==> config.mk <==
export PLATFORM = sky130hd
export DESIGN_NAME = nes_oam_dma
export DESIGN_NICKNAME = d
export VERILOG_FILES = /design/src/rtl/nes_pkg.sv /design/src/rtl/nes_oam_dma.sv
export SDC_FILE = /design/constraint.sdc
export NUM_CORES = 1
export LEC_CHECK = 0
export BUFFER_PORTS_ARGS = -buffer_cell sky130_fd_sc_hd__buf_2
export CAP_MARGIN = 40
export CORE_ASPECT_RATIO = 1.2
export CORE_MARGIN = 2
export CORE_UTILIZATION = 40
export CTS_BUF_LIST = sky130_fd_sc_hd__clkbuf_4 sky130_fd_sc_hd__clkbuf_8
export DETAILED_ROUTE_END_ITERATION = 8
export PLACE_DENSITY_LB_ADDON = 0.08
export SLEW_MARGIN = 25
export SYNTH_ARGS = -nofsm -noshare
export SYNTH_HDL_FRONTEND = slang
export SYNTH_SLANG_ARGS = --single-unit
==> constraint.sdc <==
create_clock -name clock -period 5.15 [get_ports clock]
set_input_delay 1.03 -clock clock [delete_from_list [all_inputs] [get_ports clock]]
set_output_delay 1.03 -clock clock [all_outputs]
set_load 0.05 [all_outputs]
==> src/rtl/nes_pkg.sv <==
// Shared NES register map and OAM DMA state encoding, reused by the PPU/APU glue.
package nes_pkg;

  typedef enum logic [2:0] {
    ST_IDLE,
    ST_HALT,
    ST_ALIGN,
    ST_READ,
    ST_WRITE
  } dma_state_t;

  // PPU registers, mirrored every 8 bytes through $3FFF
  localparam logic [15:0] PPU_CTRL   = 16'h2000;
  localparam logic [15:0] PPU_MASK   = 16'h2001;
  localparam logic [15:0] PPU_STATUS = 16'h2002;
  localparam logic [15:0] OAM_ADDR   = 16'h2003;
  localparam logic [15:0] OAM_DATA   = 16'h2004;
  localparam logic [15:0] PPU_SCROLL = 16'h2005;
  localparam logic [15:0] PPU_ADDR   = 16'h2006;
  localparam logic [15:0] PPU_DATA   = 16'h2007;

  // APU and I/O registers
  localparam logic [15:0] APU_SQ1_VOL  = 16'h4000;
  localparam logic [15:0] APU_SQ2_VOL  = 16'h4004;
  localparam logic [15:0] APU_TRI_LIN  = 16'h4008;
  localparam logic [15:0] APU_NOISE    = 16'h400C;
  localparam logic [15:0] APU_DMC_FREQ = 16'h4010;
  localparam logic [15:0] APU_DMC_LEN  = 16'h4013;
  localparam logic [15:0] OAM_DMA      = 16'h4014;
  localparam logic [15:0] APU_STATUS   = 16'h4015;
  localparam logic [15:0] JOY1         = 16'h4016;
  localparam logic [15:0] JOY2_FRAME   = 16'h4017;

  localparam logic [15:0] DMA_REG = OAM_DMA;
  localparam logic [15:0] OAM_REG = OAM_DATA;

  function automatic logic is_ppu_reg(input logic [15:0] addr);
    return addr[15:13] == 3'b001;
  endfunction

  function automatic logic is_apu_io_reg(input logic [15:0] addr);
    return (addr >= APU_SQ1_VOL) && (addr <= JOY2_FRAME);
  endfunction

endpackage

==> src/rtl/nes_oam_dma.sv <==
// OAM DMA engine and CPU/DMA bus arbiter: a $4014 write stalls the core and
// copies page $XX00-$XXFF into OAM_DATA with cycle-accurate 513/514 stall.
module nes_oam_dma #(
  parameter logic [15:0] DMA_REG = 16'h4014,
  parameter logic [15:0] OAM_REG = 16'h2004
) (
  input  logic        clock,
  input  logic        reset_n,
  input  logic        ce,
  output logic        cpu_locked,
  input  logic [15:0] cpu_address,
  input  logic [7:0]  cpu_out,
  input  logic        cpu_we,
  input  logic        cpu_rd,
  output logic [7:0]  cpu_in,
  output logic [15:0] mem_address,
  output logic [7:0]  mem_out,
  input  logic [7:0]  mem_in,
  output logic        mem_we,
  output logic        mem_rd,
  output logic        busy
);
  import nes_pkg::*;

  dma_state_t state, state_nx;
  logic [7:0] page;
  logic [7:0] idx;
  logic [7:0] data;
  logic       odd;
  logic       trigger;

  assign trigger = cpu_we && (cpu_address == DMA_REG);

  // NOTE: every output of a combinational block gets a default first so no path leaves it unassigned (no latch).
  always_comb begin
    state_nx = state;
    case (state)
      ST_IDLE:  if (trigger) state_nx = ST_HALT;
      ST_HALT:  state_nx = odd ? ST_READ : ST_ALIGN;
      ST_ALIGN: state_nx = ST_READ;
      ST_READ:  state_nx = ST_WRITE;
      ST_WRITE: state_nx = (idx == 8'hFF) ? ST_IDLE : ST_READ;
      default:  state_nx = ST_IDLE;
    endcase
  end

  // NOTE: sequential state uses non-blocking assignments so all flops update from pre-edge values.
  always_ff @(posedge clock or negedge reset_n) begin
    if (!reset_n) begin
      state <= ST_IDLE;
      page  <= '0;
      idx   <= '0;
      data  <= '0;
      odd   <= 1'b0;
    end else if (ce) begin
      state <= state_nx;
      odd   <= ~odd;
      if (state == ST_IDLE && trigger) begin
        page <= cpu_out;
        idx  <= '0;
      end
      if (state == ST_READ) data <= mem_in;
      // idx stops at $FF on the final write; it never carries into page
      if (state == ST_WRITE && idx != 8'hFF) idx <= idx + 8'd1;
    end
  end

  always_comb begin
    mem_address = cpu_address;
    mem_out     = cpu_out;
    mem_we      = cpu_we;
    mem_rd      = cpu_rd;
    case (state)
      ST_HALT, ST_ALIGN: begin
        mem_we = 1'b0;
        mem_rd = 1'b0;
      end
      ST_READ: begin
        mem_address = {page, idx};
        mem_we      = 1'b0;
        mem_rd      = 1'b1;
      end
      ST_WRITE: begin
        mem_address = OAM_REG;
        mem_out     = data;
        mem_we      = 1'b1;
        mem_rd      = 1'b0;
      end
      default: ;
    endcase
  end

  assign cpu_locked = ce && (state == ST_IDLE);
  assign busy       = (state != ST_IDLE);
  assign cpu_in     = mem_in;

endmodule

==> results.txt, run 1 <==
The flow ran to the end, and the final reports show no timing, DRC or antenna violations. The number of setup violations in the final report came out at 0. The gate count of the mapped netlist came out at 184. TritonCTS built the clock tree.

The share of cells above drive strength 1 is 40.2%. IR analysis of the VDD net gives a maximum drop of 0.273 mV. The wire length per cell came out at 14.2 µm. The summed negative setup slack over all endpoints came out at 0 ps. Counting distinct cell types in the post-synthesis netlist gives 41. The number of cells on the worst reg-to-reg path came out at 4.

For this design the static power due to leakage is 1.12 nW. After layout, the worst path uses 67.7% of the clock period. The weighted congestion at the end of routability-driven global placement is 0.765. The deepest level of the CTS H-tree is 1. The number of clock buffers inserted by TritonCTS came out at 3. In this run the core area contains 26 standard-cell rows.

The total vias in the final route is 1532. The post-layout minimum cycle time came out at 3490 ps. In this run the remaining antenna-violating nets after routing total 0. The quantity of hold-fixing buffers added after cts is 0.

The wire length reported by the detailed router came out at 4260 µm. The transition time at the pin with the least slew margin came out at 635 ps. Post-CTS repair changed the size of 0 cells. The initial utilization of the core area, before any placement, comes to 41.1%. The floorplan core area came out at 4230 µm². Clock-pin slew was measured on the worst setup and hold paths at 90 ps. The insertion delay to the later sink of the worst-skew pair is 270 ps. The required time of the critical path is 4120 ps. The flip-flop and latch count after synthesis is 28. The worst max-slew margin expressed relative to the limit is 57.6%. The maximum frequency from static timing analysis came out at 287 MHz. The final-report max-slew violation count is 0.

Entering global routing, the biggest net connects 29 pins. The worst setup path is captured at an output port. The number of failing hold endpoints at the final stage came out at 0.

Measured along the y axis, the die boundary spans 76.2 µm. The post-CTS setup buffer count came out at 0. In this run the clock root is driven by a sky130_fd_sc_hd__clkbuf_8. The total routing usage reported by global routing is 18.4%. After global routing the overflow that remains totals 0. The initial antenna violation count is 0.

Dividing the detail-routed via count by the number of cells gives 5.11. The number of antenna repair diodes came out at 0. The critical path is of the reg -> out type. In the layout the commonest cells are 72 x sky130_fd_sc_hd__buf_2, 35 x sky130_fd_sc_hd__nand2_1, 28 x sky130_fd_sc_hd__dfrtp_1.

The cell area power density came out at 600 nW/µm². The first global-routing pass estimated 7090 µm of wire. The maximum buffer depth of the clock tree came out at 2. The horizontal extent of the die came out at 64.2 µm. The share of the yosys chip area belonging to registers came out at 40.3%. The number of warnings reported in the yosys synthesis log came out at 0.

The path type of the worst min-delay path is reg -> reg. The post-synthesis net count came out at 222. The worst clock skew is 2.76 ps. A synthesized cell averages 9.45 µm².

The count of cells in the finished layout, fillers not included, comes to 300. Setup repair after global routing left no endpoint under its margin. The number of global-route vias before repair is 1508. The library cell used most frequently in the layout, excluding fill and tap cells, is sky130_fd_sc_hd__buf_2. The count of buffers added on input and output ports is 72. The detailed-route DRC error count is 0. The number of clock sinks came out at 28. From synthesis to final layout, the design area changed by 22.3%.

The cell depth of the worst min-delay path came out at 1. The max capacitance violation total came out at 0. In the final design database the tool counted 284 nets.

The number of DRC markers in iteration 0 is 69. The number of top-level pins came out at 73. The worst setup path is launched from a flip-flop. The placed instance count came out at 297. The area of the die is 4890 µm².

The mapped netlist covers 1740 µm². The endpoint arrival time on the critical path is 2460 ps. The critical-path maximum fanout is 17.

The total iterations of the first detailed-routing run came out at 4. The detailed placement HPWL came out at 3350 µm. The register-to-register setup slack is 2950 ps.
## final cells by class
cell class                      count  area (µm²)
Sequential cell                    28         701
Inverter                           12        45.0
Multi-Input combinational cell    127         895
Timing Repair Buffer               74         375
Fill cell                         444        2100
Clock buffer                        3        41.3
Tap cell                           56        70.1
## Yosys cell counts
cell | instances | area share, %
sky130_fd_sc_hd__nor4bb_1 | 2 | 1.2
sky130_fd_sc_hd__buf_4 | 8 | 3.5
sky130_fd_sc_hd__o21bai_1 | 2 | 0.86
sky130_fd_sc_hd__o31a_1 | 1 | 0.50
sky130_fd_sc_hd__o21ai_1 | 1 | 0.29
sky130_fd_sc_hd__nand4b_1 | 1 | 0.50
sky130_fd_sc_hd__o2bb2ai_1 | 1 | 0.50
sky130_fd_sc_hd__and3_1 | 1 | 0.36
sky130_fd_sc_hd__nor2_1 | 4 | 0.86
sky130_fd_sc_hd__o221ai_1 | 1 | 0.50
sky130_fd_sc_hd__nor3_1 | 1 | 0.29
sky130_fd_sc_hd__and2_1 | 3 | 1.1
sky130_fd_sc_hd__nor4_1 | 2 | 0.72
sky130_fd_sc_hd__nor2b_1 | 3 | 1.1
sky130_fd_sc_hd__a2bb2oi_1 | 1 | 0.50
sky130_fd_sc_hd__ha_1 | 1 | 0.72
sky130_fd_sc_hd__or4_1 | 2 | 0.86
sky130_fd_sc_hd__nor4b_1 | 1 | 0.50
sky130_fd_sc_hd__nand2b_1 | 2 | 0.72
sky130_fd_sc_hd__a21o_1 | 1 | 0.43
sky130_fd_sc_hd__clkbuf_1 | 5 | 1.1
sky130_fd_sc_hd__a21oi_1 | 2 | 0.58
sky130_fd_sc_hd__nor3b_2 | 1 | 0.72
sky130_fd_sc_hd__inv_1 | 12 | 2.6
sky130_fd_sc_hd__mux2i_1 | 2 | 1.2
sky130_fd_sc_hd__buf_2 | 4 | 1.2
sky130_fd_sc_hd__o32ai_1 | 1 | 0.50
sky130_fd_sc_hd__nand2_1 | 35 | 7.6
sky130_fd_sc_hd__o22ai_1 | 2 | 0.72
sky130_fd_sc_hd__dfrtp_1 | 28 | 40
sky130_fd_sc_hd__nor3_4 | 1 | 0.94
sky130_fd_sc_hd__maj3_1 | 1 | 0.58
sky130_fd_sc_hd__o22a_1 | 1 | 0.50
sky130_fd_sc_hd__mux2_2 | 17 | 11
sky130_fd_sc_hd__nand3_1 | 5 | 1.4
sky130_fd_sc_hd__o311ai_4 | 1 | 1.5
sky130_fd_sc_hd__o211ai_1 | 2 | 0.86
sky130_fd_sc_hd__xor2_1 | 1 | 0.50
sky130_fd_sc_hd__nor3_2 | 1 | 0.58
sky130_fd_sc_hd__o21ai_0 | 8 | 2.3
sky130_fd_sc_hd__a22o_1 | 15 | 7.6
## worst paths after layout
check,endpoint,start
worst max-delay path,mem_address[8],state[0]$_DFFE_PN0P_
worst min-delay path,odd$_DFFE_PN0P_,odd$_DFFE_PN0P_
worst max register to register,data[2]$_DFFE_PN0P_,state[0]$_DFFE_PN0P_
worst min register to register,odd$_DFFE_PN0P_,odd$_DFFE_PN0P_
max in group asynchronous,odd$_DFFE_PN0P_,reset_n
min in group asynchronous,idx[0]$_DFFE_PN0P_,reset_n
## per-stage QoR
step                total power, W  area [µm²]  util (%)  hold slack (ps)  worst slack [ps]
global placement           0.00116        2080      49.1              455              1820
detailed placement         0.00117        2090      49.3              463              1930
global route               0.00137        2130      50.3              527              1410
finish                     0.00128        2130      50.3              475              1660
CTS                        0.00129        2130      50.3              475              1630
floorplan                  0.00100        1740         -              442              2190
## routing by layer
layer | vias up | global-route usage [%] | part of all wire (%)
li1 | 766 | - | -
met1 | 706 | 23.1 | 43
met2 | 55 | 32.2 | 50
met3 | 5 | 3.40 | 6.0
met4 | 0 | 4.68 | 1.0
met5 | - | 0 | 0
## worst max-delay path, stage by stage, from the launching register on
cell,delay (ps)
sky130_fd_sc_hd__dfrtp_1,500
sky130_fd_sc_hd__nor2b_1,260
sky130_fd_sc_hd__and2_1,540
sky130_fd_sc_hd__nor2_1,260
sky130_fd_sc_hd__buf_4,230
sky130_fd_sc_hd__a22o_1,180
sky130_fd_sc_hd__buf_2,210
## cells by family (layout without fill, tap and decap cells)
logic type,after synthesis,after routing,share of synthesized area (%)
AND/OR/NAND/NOR,65,65,19.4
XOR/XNOR,1,1,0.504
flip-flops,28,28,40.3
AO/OA/AOI/OAI,40,40,18.1
multiplexers,19,19,12.2
adder cells (fa/ha/maj),2,2,1.29
buffers and inverters,29,89,8.27
## registers in the layout (all words and copies together) (netlist names)
signal  flops
page        8
idx         8
data        8
odd         1
state       3
## power by group
group | total (W) | leakage, nW | internal (W) | switching, W
combinational | 0.000781 | 0.749 | 0.000237 | 0.000545
sequential | 0.000379 | 0.348 | 0.000297 | 0.0000822
clock | 0.000116 | 0.0216 | 0.0000525 | 0.0000640
Power figures use the tool's default switching activity.
==> run 2: changes to the inputs <==
==> constraint.sdc (replaced) <==
create_clock -name clock -period 3.15 [get_ports clock]
set_input_delay 0.63 -clock clock [delete_from_list [all_inputs] [get_ports clock]]
set_output_delay 0.63 -clock clock [all_outputs]
set_load 0.05 [all_outputs]
==> results.txt, run 2 (synthesis gave the netlist of run 1 again) <==
The number of clock buffers inserted by TritonCTS is 3 (unchanged). The wire length per cell is 14.8 µm (+4.5%). The via count normalized by instance count came out at 5.22 (+2.1%).

The layout net count came to 285 (+0.35%). The maximum number of pins on one net before global-route repair is 29 (unchanged). The routed design could run at a clock period as short as 2690 ps. The max capacitance violation total came to 0 (unchanged).

The min-delay analysis places its worst path in the category in -> async. The weighted congestion at the end of routability-driven global placement is 0.771 (+0.85%). The total iterations of the first detailed-routing run is 4 (unchanged). The number of standard-cell rows in the floorplan came out at 26 (unchanged). The required time of the critical path came to 2520 ps (-1600 ps). The number of setup violations in the final report is 0 (unchanged). Based on the critical path, the design can be clocked at up to 372 MHz. The initial antenna violation count came to 0 (unchanged).

The global-route wire length before repair is 7270 µm (+2.4%). The number of clock sinks is 28 (unchanged). The floorplan core area was 4230 µm² (unchanged). The met2 track utilization from global routing came out at 32.7% (+0.52 points). The setup path with the least slack is of type reg -> out. The horizontal extent of the die is 64.2 µm (unchanged). The final cell utilization of the core came out at 50.5% (+0.18 points). Setup repair after global routing left no endpoint under its margin.

The total vias in the final route is 1570 (+2.5%). The cell area power density is 990 nW/µm² (+65%). The global-route met3 utilization is 3.10% (-0.30 points). The placed instance count is 298 (+0.34%). The transition time at the pin with the least slew margin came out at 641 ps (+5.15 ps). The number of top-level pins was 73 (unchanged). The clock tree from TritonCTS is done.

The number of DRC markers in iteration 0 came out at 68 (-1.4%). The critical-path maximum fanout is 14 (-3). The insertion delay to the later sink of the worst-skew pair came out at 280 ps (about the same). The worst hold slack is 363 ps (-113 ps). The leftover overflow at the end of global routing came out at 0 (unchanged).

The deepest level of the CTS H-tree is 1 (unchanged). The number of antenna repair diodes came out at 0 (unchanged). The maximum resistive drop on vdd is 0.399 mV (+46%). Leaving out fill and tap cells, the most frequent cell in the layout is sky130_fd_sc_hd__buf_2. The endpoint arrival time on the critical path was 2060 ps (-400 ps). The maximum buffer depth of the clock tree is 2 (unchanged).

The final-report max-slew violation count is 0 (unchanged). The worst max-slew margin expressed relative to the limit is 57.3% (-0.34 points). The static leakage power is 1.12 nW (+0.47%). The wire length reported by the detailed router is 4470 µm (+4.8%).

STA classifies the critical path startpoint as a flip-flop. The number of antenna-violating nets in the routed design is 0 (unchanged). The number of standard cells in the layout, taps in and fillers out came out at 301 (+0.33%). The number of global-route vias before repair is 1480 (-1.9%). The share of cells above drive strength 1 came out at 40.4% (+0.24 points). The initial standard-cell utilization of the core was 41.1% (unchanged). Clock tree synthesis selected as its root buffer the cell sky130_fd_sc_hd__clkbuf_8. The global routing stage identified its most utilized layer as met2. The count of instances resized after the clock tree is built came out at 0 (unchanged). The flow ran to the end, and the final reports show no timing, DRC or antenna violations. The number of failing hold endpoints at the final stage was 0 (unchanged). The summed negative setup slack over all endpoints is 0 ps (unchanged). The met1 capacity usage during global routing is 24.6% (+1.5 points). The clock slew at the register clock pins of the worst setup and hold paths came to 100 ps (about the same). The detailed placement HPWL is 3330 µm (-0.75%).

From synthesis to final layout, the design area changed by 22.7%. The share of the cycle needed by the critical path after routing came out at 85.4%. The quantity of hold-fixing buffers added after cts is 0 (unchanged).

The minimum setup slack in the final design is 460 ps (-1200 ps). The post-CTS setup buffer count is 0 (unchanged). The y dimension of the die was 76.2 µm (unchanged). The total routing usage reported by global routing came to 19.1% (+0.68 points). The detailed-route DRC error count came out at 0 (unchanged). The number of I/O port buffers came out at 72 (unchanged). The worst-case setup slack after placement is 768 ps (-1160 ps). In the layout the commonest cells are 72 x sky130_fd_sc_hd__buf_2, 35 x sky130_fd_sc_hd__nand2_1, 28 x sky130_fd_sc_hd__dfrtp_1.

The worst setup path is captured at an output port. The largest registers in the layout are data: 8 flops, idx: 8 flops, page: 8 flops. The area of the die came to 4890 µm² (unchanged).

The worst clock skew is 5.83 ps (+3.08 ps).
-- run 2: cell count changes in the layout (fill, tap and decap cells not counted) --
cell	delta
sky130_fd_sc_hd__buf_4	+1
-- run 2: path summary, 6_finish.rpt --
path / start / to / slack (ps) / depth (start not counted)
setup reg to reg: state[0]$_DFFE_PN0P_ / data[5]$_DFFE_PN0P_ / 1020 / 5
setup / recovery: state[0]$_DFFE_PN0P_ / mem_address[5] / 460 / 6
max in group asynchronous: reset_n / data[7]$_DFFE_PN0P_ / 2370 / 1
hold / removal: reset_n / idx[3]$_DFFE_PN0P_ / 360 / 1
min in group clock: odd$_DFFE_PN0P_ / odd$_DFFE_PN0P_ / 470 / 1
hold reg to reg: odd$_DFFE_PN0P_ / odd$_DFFE_PN0P_ / 470 / 1
-- run 2: layout make-up --
cell class	count	area (µm²)
fill	440	2090
sequential	28	701
timing repair buffer	75	383
inverter	12	45.0
tap	56	70.1
multi-input combinational	127	895
clock buffer	3	41.3
-- run 2: report_power, final --
group          switching [W]  internal, W  total, W  leakage [nW]
Combinational       0.000897     0.000395   0.00129         0.754
Sequential          0.000136     0.000486  0.000622         0.348
Clock               0.000113    0.0000861  0.000199        0.0216
Total                0.00115     0.000966   0.00211          1.12
-- run 2: worst max-delay path, stage by stage, from the launching register on --
cell,delay [ps]
sky130_fd_sc_hd__dfrtp_1,500
sky130_fd_sc_hd__nor2b_1,270
sky130_fd_sc_hd__and2_1,330
sky130_fd_sc_hd__nor2_1,80
sky130_fd_sc_hd__buf_4,200
sky130_fd_sc_hd__a22o_1,200
sky130_fd_sc_hd__buf_2,210
-- run 2: per-layer routing --
layer | wire length, µm | part of all wire, % | up-vias
li1 | - | - | 772
met1 | 1970 | 44 | 738
met2 | 2210 | 49 | 56
met5 | 0 | 0 | -
met3 | 254 | 5.7 | 4
met4 | 32 | 0.72 | 0
-- run 2: metrics by stage --
stage                     power, W  area (µm²)
after global routing       0.00225        2130
after floorplan            0.00164        1740
after CTS                  0.00213        2130
after detailed placement   0.00192        2090
final                      0.00211        2130
after global placement     0.00192        2090
